`src/rtl/fetch_pkg.sv`:
```
// Shared types and constants for the instruction fetch sequencer.
package fetch_pkg;

  typedef enum logic [2:0] {
    BOOT,
    REQ,
    WAIT,
    OUT,
    DRAIN
  } fetch_state_t;

  localparam int          INSTR_BYTES          = 4;
  localparam logic [31:0] DEFAULT_RESET_VECTOR = 32'h0000_0000;
  localparam logic [31:0] DEFAULT_TRAP_VECTOR  = 32'h0000_0100;
  localparam int          DEFAULT_TIMEOUT      = 16;

endpackage

```
`src/rtl/fetch_timeout_ctr.sv`:
```
// Cycle counter bounding how long the sequencer waits for a memory response.
module fetch_timeout_ctr #(
  parameter int TIMEOUT = 16
) (
  input  logic clk,
  input  logic rst,
  input  logic clear,
  input  logic enable,
  output logic expired
);

  localparam int CW = $clog2(TIMEOUT + 1);

  logic [CW-1:0] count;

  always_ff @(posedge clk or negedge rst) begin
    if (!rst)        count <= '0;
    else if (clear)  count <= '0;
    else if (enable) count <= count + CW'(1);
  end

  // Fires on the cycle whose increment would reach TIMEOUT.
  assign expired = enable && (count == CW'(TIMEOUT - 1));

endmodule

```
`src/rtl/fetch_ctrl.sv`:
```
// Fetch sequencer: drives PC updates, issues one imem request at a time and
// buffers one instruction for decode, with trap/redirect flushing.
module fetch_ctrl
  import fetch_pkg::*;
#(
  parameter int               WIDTH        = 32,
  parameter logic [WIDTH-1:0] RESET_VECTOR = WIDTH'(DEFAULT_RESET_VECTOR),
  parameter logic [WIDTH-1:0] TRAP_VECTOR  = WIDTH'(DEFAULT_TRAP_VECTOR),
  parameter int               TIMEOUT      = DEFAULT_TIMEOUT
) (
  input  logic             clk,
  input  logic             rst,
  input  logic [WIDTH-1:0] pc_out,
  output logic             pc_en,
  output logic [WIDTH-1:0] pc_next,
  output logic             imem_req,
  output logic [WIDTH-1:0] imem_addr,
  input  logic             imem_gnt,
  input  logic             imem_rvalid,
  input  logic [WIDTH-1:0] imem_rdata,
  output logic             instr_valid,
  output logic [WIDTH-1:0] instr,
  output logic [WIDTH-1:0] instr_pc,
  input  logic             decode_stall,
  input  logic             redirect_valid,
  input  logic [WIDTH-1:0] redirect_target,
  input  logic             trap,
  output logic             fetch_err
);

  fetch_state_t state, state_next;
  logic         redir_any, misaligned, outstanding, counting, expired, fetch_err_next;

  assign counting    = (state == WAIT) || (state == DRAIN);
  assign redir_any   = (state != BOOT) && (trap || redirect_valid);
  assign misaligned  = (state != BOOT) && !trap && redirect_valid && (redirect_target[1:0] != 2'b00);
  // A response that lands together with the redirect is simply dropped.
  assign outstanding = (state == REQ && imem_gnt) || (counting && !imem_rvalid);
  assign imem_addr   = pc_out;

  fetch_timeout_ctr #(.TIMEOUT(TIMEOUT)) u_timeout (
    .clk     (clk),
    .rst     (rst),
    .clear   (redir_any || !counting),
    .enable  (counting),
    .expired (expired)
  );

  // NOTE: sequential state uses non-blocking assignments so every flop samples pre-edge values.
  always_ff @(posedge clk or negedge rst) begin
    if (!rst) state <= BOOT;
    else      state <= state_next;
  end

  // NOTE: every comb output gets a default first so no path leaves it unassigned (no latch).
  always_comb begin
    state_next = state;
    if (redir_any) begin
      state_next = outstanding ? DRAIN : REQ;
    end else begin
      case (state)
        BOOT:    state_next = REQ;
        REQ:     if (imem_gnt) state_next = WAIT;
        WAIT:    if (imem_rvalid) state_next = OUT;
                 else if (expired) state_next = REQ;
        OUT:     if (!decode_stall) state_next = REQ;
        DRAIN:   if (imem_rvalid || expired) state_next = REQ;
        default: state_next = BOOT;
      endcase
    end
  end

  always_comb begin
    pc_en          = 1'b0;
    pc_next        = pc_out + WIDTH'(INSTR_BYTES);
    imem_req       = 1'b0;
    fetch_err_next = 1'b0;
    case (state)
      BOOT: begin
        pc_en   = rst;
        pc_next = RESET_VECTOR;
      end
      REQ:  imem_req = 1'b1;
      WAIT: if (!imem_rvalid && expired) begin
        pc_en          = 1'b1;
        pc_next        = TRAP_VECTOR;
        fetch_err_next = 1'b1;
      end
      OUT:   pc_en = !decode_stall;
      DRAIN: fetch_err_next = !imem_rvalid && expired;
      default: ;
    endcase
    if (redir_any) begin
      pc_en          = 1'b1;
      pc_next        = (trap || misaligned) ? TRAP_VECTOR : redirect_target;
      fetch_err_next = misaligned;
    end
  end

  always_ff @(posedge clk or negedge rst) begin
    if (!rst) begin
      instr_valid <= 1'b0;
      instr       <= '0;
      instr_pc    <= '0;
      fetch_err   <= 1'b0;
    end else begin
      fetch_err <= fetch_err_next;
      if (redir_any) begin
        instr_valid <= 1'b0;
      end else if (state == WAIT && imem_rvalid) begin
        instr_valid <= 1'b1;
        instr       <= imem_rdata;
        instr_pc    <= pc_out;
      end else if (state == OUT && !decode_stall) begin
        instr_valid <= 1'b0;
      end
    end
  end

endmodule

```
`config.mk`:
```
export PLATFORM = sky130hd
export DESIGN_NAME = fetch_ctrl
export DESIGN_NICKNAME = d
export VERILOG_FILES = /design/src/rtl/fetch_pkg.sv /design/src/rtl/fetch_timeout_ctr.sv /design/src/rtl/fetch_ctrl.sv
export SDC_FILE = /design/constraint.sdc
export NUM_CORES = 1
export LEC_CHECK = 0
export BUFFER_PORTS_ARGS = -buffer_cell sky130_fd_sc_hd__buf_4
export CAP_MARGIN = 10
export CORE_AREA = 8 8 127 129
export DETAILED_ROUTE_END_ITERATION = 16
export DIE_AREA = 0 0 135 137
export HOLD_SLACK_MARGIN = 0.06
export SKIP_CTS_REPAIR_TIMING = 1
export SYNTH_ARGS = -nofsm -noshare
export SYNTH_HDL_FRONTEND = slang
export SYNTH_SLANG_ARGS = --single-unit
```
`constraint.sdc`:
```
create_clock -name clk -period 4.8 [get_ports clk]
set_clock_uncertainty 0.05 [all_clocks]
set_input_delay 0.48 -clock clk [delete_from_list [all_inputs] [get_ports clk]]
set_output_delay 0.48 -clock clk [all_outputs]
set_load 0.05 [all_outputs]
```
# [After elaboration in Yosys (flattened, before gate mapping)]
# Cells that the tools add are included.
[word_totals] regBits=74
[op_classes] addsub=2 n_reduce_logical=27 muxes=23 bitwise=1 n_eq_ne=9
[ops] operator="$mux W32" count=3
[ops] operator="$pmux W32 S2" count=1
[ops] operator="$add A32 B3 Y32 const B" count=1
[ops] operator="$mux W3" count=7
[ops] operator="$pmux W3 S5" count=1
[ops] operator="$logic_and A1 B1 Y1" count=10
[ops] operator="$mux W5" count=2
[ops] operator="$mux W1" count=7
[ops] operator="$eq A3 B2 Y1 const B" count=2
[ops] operator="$logic_or A1 B1 Y1" count=6
[ops] operator="$ne A3 B3 Y1 const B" count=2
[ops] operator="$reduce_bool A3 Y1" count=2
[ops] operator="$add A5 B1 Y5 const B" count=1
[ops] operator="$eq A5 B4 Y1 const B" count=1
[ops] operator="$logic_not A1 Y1" count=4
[ops] operator="$ne A4 B4 Y1 const B" count=1
[ops] operator="$reduce_and A4 Y1" count=1
[ops] operator="$reduce_bool A2 Y1" count=2
[ops] operator="$eq A3 B1 Y1 const B" count=1
[ops] operator="$eq A3 B3 Y1 const B" count=1
[ops] operator="$logic_not A3 Y1" count=1
[ops] operator="$ne A3 B2 Y1 const B" count=1
[ops] operator="$pmux W1 S3" count=1
[ops] operator="$pmux W1 S2" count=1
[ops] operator="other kinds (2)" count=2

# [Longest topological paths before layout]
[depth] ltp_word=7 ltp_mapped=9 ltp_nobuf=8

# [Hierarchy]
# Synthesis repeated with hierarchy kept, for this count alone.
[hier_totals] cells_unflattened=400 area_unflattened_um2=4196.5
[by_module_without_submodules] module="fetch_ctrl" area_per_inst_um2=3911.3 cells_per_inst=376 seq_area_each_um2=1726.7 n_inst=1
[by_module_without_submodules] module="fetch_timeout_ctr" area_per_inst_um2=285.3 cells_per_inst=24 seq_area_each_um2=125.1 n_inst=1

# [Least setup slack after synthesis]
# No wires, ideal clock.
[synth_timing] path_type="reg-to-output" from="register u_timeout.count[0]" to="output pc_next[21]" stages_incl_launch_ff=10 arrival_ns=2.625 slack_ns=1.645 n_path_buf=1 path_cell_list="dfrtp_1 -> ha_1 -> and3_1 -> ha_1 -> inv_1 -> o21ai_0 -> nand2_1 -> nand2_1 -> clkbuf_1 -> o21ai_0"
[synth_between] elab_chain_len=6
[synth_lines] element="from (decl)" line_no="fetch_timeout_ctr.sv:14" source="logic [CW-1:0] count;"
[synth_lines] element="from (signal assigned)" line_no="fetch_timeout_ctr.sv:19" source="else if (enable) count <= count + CW'(1);"
[synth_lines] element="$eq A5 B4 Y1" line_no="fetch_timeout_ctr.sv:23" source="assign expired = enable && (count == CW'(TIMEOUT - 1));"
[synth_lines] element="$logic_and A1 B1 Y1" line_no="fetch_timeout_ctr.sv:23"
[synth_lines] element="$logic_and A1 B1 Y1" line_no="fetch_ctrl.sv:84" source="WAIT: if (!imem_rvalid && expired) begin"
[synth_lines] element="$mux W32" line_no="fetch_ctrl.sv:84"
[synth_lines] element="$pmux W32 S2" line_no="fetch_ctrl.sv:78" source="case (state)"
[synth_lines] element="$mux W32" line_no="fetch_ctrl.sv:93" source="if (redir_any) begin"
[synth_lines] element="to (decl)" line_no="fetch_ctrl.sv:15" source="output logic [WIDTH-1:0] pc_next,"
# Every way passes these cells.

# [Worst setup path in the final report]
[layout_timing] from="register u_timeout.count[0]" to="output pc_next[4]"
# Same word-level chain as after synthesis.

==> results by group <==
Global route
  • Vias in the first global route: 4,036
  • Initial antenna violation count: 0
  • Grt ovf: 0
  • First-pass GRT wire length: 21,900 µm
  • Largest net degree at the start of global routing: 73
  • Total GRT Usage: 15.2%

Power and ir drop
  • Max IR drop VDD: 0.000296 V
  • Sequential Power Share: 32.8%
  • Clk pwr share: 30.1%
  • Int Power: 1.40 mW
  • Combinational cell fraction of total power: 37.1%
  • Net switching power: 0.874 mW
  • Leakage: 3.09 nW
  • PD cells: 373 nW/µm²
  • Switching share of power: 38.4%

STA
  • RSZ-0062 raised after global routing: false
  • Final TNS setup: 0 ns
  • Crit share post-route: 70.6%
  • Fmax: 0.295 GHz
  • Final setup violation count: 0
  • Minimum clock period: 3.39 ns
  • Final Hold Viols: 0
  • Slew headroom: 36.1%
  • Max-slew violation count: 0
  • Worst slew pin tran: 0.955 ns

Synthesis
  • Synth unique cells: 38
  • Synth warn: 0
  • Syn Area/Cell: 10.4 µm²
  • Multiplexer share of the synthesized area: 17.1%
  • Simple-gate share of the synthesized area: 14.6%
  • Synthesized cell area: 4140 µm²
  • #FFs+latches synth: 74
  • Register area share after synthesis: 44.7%
  • Post-synthesis xor/xnor area fraction: 6.55%
  • Post-Synth Adder-Cell Area: 0.906%
  • Syn Inst Count: 397
  • Mapped Nets: 503
  • Combinational family with the most area after synthesis: multiplexers
  • Synth Area in Compound Gates: 6.55%

Drt
  • Via-per-instance ratio: 4.77
  • Antenna viol nets, final: 0
  • Routed via count: 3,744
  • Wire per inst: 18.0 µm
  • Initial DRT Pass Iterations: 4
  • Drt initial violations: 121
  • Routed WL: 14,200 µm
  • Post-route DRC: 0

Finish
  • Core Util, Final: 43.0%
  • Area Growth Syn to Fin: 47.4%
  • Diode count: 0
  • Layout cells sized above 1: 53.1%
  • Final Net Count: 703

Critical path
  • Crit path required time: 4.27 ns
  • Crit Path Max Fanout: 27
  • Crit path from: u_timeout.count[0]
  • Reg-to-reg critical path startpoint: state[2]
  • Arrival time worst endpoint: 2.86 ns
  • CP Launch Type: flip-flop
  • Critical path capture point type: primary output
  • Critical setup path kind: reg2out

Floorplan
  • Initial Util: 29.2%
  • Die Footprint: 18,500 µm²
  • Row Count: 44
  • Core Region: 14,200 µm²
  • I/O pin cnt: 235
  • Die H: 137 µm
  • Chip width: 135 µm

Clock tree
  • Clock tree sinks: 74
  • CTS buffer count: 9
  • Clk pin slew, worst setup/hold paths: 0.06 ns
  • Clock Tree Root: clkbuf_16
  • Clock buffer depth: 2
  • CTS tree: built
  • H-tree depth: 3
  • Clk_lat worst skew: 0.33 ns

Place
  • Hpwl dp: 11,300 µm
  • Port Buf Inserts: 234
  • Routability congestion estimate from global placement: 0.841

Worst hold path
  • Hold Path Class: in2reg
  • Hold path startpoint: trap

Run
  • Maxcap violations: 0

Run status
  • Status: finished, final reports clean
## final cells by class
| type | instances | area, µm² |
|---|---|---|
| clock buffer | 11 | 253 |
| clock inverter | 4 | 51.3 |
| fill | 1417 | 8100 |
| inverter | 6 | 22.5 |
| multi-input combinational | 267 | 1900 |
| sequential | 74 | 1850 |
| tap | 184 | 230 |
| timing repair buffer | 239 | 1800 |
## state kept, by name (all words and copies together), names as in the netlist
name	flops
instr_pc	32
instr_valid	1
instr	32
state	3
u_timeout.count	5
fetch_err	1
## cell usage in the layout, fill, tap and decap left out, drive strengths merged, types with 2 or more instances in the layout
cell type	n
ha	3
clkinv	2
clkbuf	11
nor2	20
o21ai	36
a31oi	3
nand2	43
nand4	16
xnor2	8
nand3	14
nand2b	4
mux2	63
nor4	3
buf	238
inv	6
and3	5
xor2	23
a21oi	4
nor3	6
dfrtp	74
a22o	2
nor2b	2
and2	5
## worst max-delay path, cell delays in order, from the launching register on
cell and delay, ns:
dfrtp_1 0.40, ha_1 0.23, and3_1 0.15, ha_1 0.25, inv_1 0.07, o21ai_0 0.09, nand2_1 0.10, nand2_1 0.53
o21ai_0 0.45, buf_4 0.26
## worst paths after layout
kind / slack [ns] / cells past startpoint / endpoint
min in group asynchronous: 0.42 / 2 / instr[11]
hold / removal: 0.28 / 2 / fetch_err
hold reg to reg: 0.42 / 1 / u_timeout.count[0]
setup / recovery: 1.41 / 9 / pc_next[4]
max in group asynchronous: 3.16 / 3 / fetch_err
setup reg to reg: 2.19 / 4 / instr_pc[31]
## layer usage
metal	share of wire [%]	GRT usage (%)
met1	38	16.7
met2	47	24.9
met3	13	7.45
met4	1.5	5.43
met5	0	0
## power by group through the flow
stage | Clock, mW | Combinational, mW | Sequential, mW
3_5_place_dp | 0 | 0.854 | 0.756
4_1_cts | 0.709 | 0.854 | 0.746
3_3_place_gp | 0 | 0.847 | 0.752
6_report | 0.684 | 0.844 | 0.746
2_1_floorplan | 0 | 0.318 | 0.983
5_1_grt | 0.735 | 0.889 | 0.756
## kinds of logic after synthesis
logic type	after synthesis
AO/OA/AOI/OAI	49
buffers and inverters	56
XOR/XNOR	31
adder cells (fa/ha/maj)	3
AND/OR/NAND/NOR	121
flip-flops	74
multiplexers	63
## cells in the mapped netlist, drive strengths merged
| cell type | instances | share of area (%) |
|---|---|---|
| xor2 | 23 | 4.9 |
| nand2 | 43 | 3.9 |
| inv | 6 | 0.54 |
| and3 | 5 | 0.88 |
| nand3 | 14 | 1.8 |
| xnor2 | 8 | 1.7 |
| or2 | 1 | 0.15 |
| or3 | 1 | 0.15 |
| nand2b | 4 | 0.60 |
| o21ai | 36 | 4.3 |
| a21oi | 4 | 0.48 |
| o32a | 1 | 0.24 |
| mux2 | 63 | 17 |
| a22o | 2 | 0.42 |
| ha | 3 | 0.91 |
| a221o | 1 | 0.24 |
| and2 | 5 | 0.76 |
| and4 | 1 | 0.21 |
| a221oi | 1 | 0.21 |
| nor4 | 3 | 0.60 |
| clkbuf | 2 | 0.18 |
| nor3 | 6 | 0.72 |
| o22ai | 1 | 0.15 |
| a31oi | 3 | 0.45 |
| nor2b | 2 | 0.30 |
| nand4 | 16 | 2.4 |
| nor2 | 20 | 2.1 |
| buf | 48 | 8.9 |
| dfrtp | 74 | 45 |
## through the flow
| stage | power, mW | cell area, µm² | instances | hold WS, ns | worst slack, ns |
|---|---|---|---|---|---|
| final | 2.27 | 6100 | 785 | 0.284 | 1.41 |
| after floorplan | 1.30 | 4140 | 397 | 0.134 | 1.64 |
| after CTS | 2.31 | 6090 | 784 | -0.136 | 1.32 |
| after global routing | 2.38 | 6100 | 785 | 0.273 | 1.15 |
| after detailed placement | 1.61 | 5790 | 769 | 0.231 | 1.69 |
| after global placement | 1.60 | 5790 | 769 | 0.231 | 1.74 |
No activity file was read; power rests on OpenSTA's default activity.
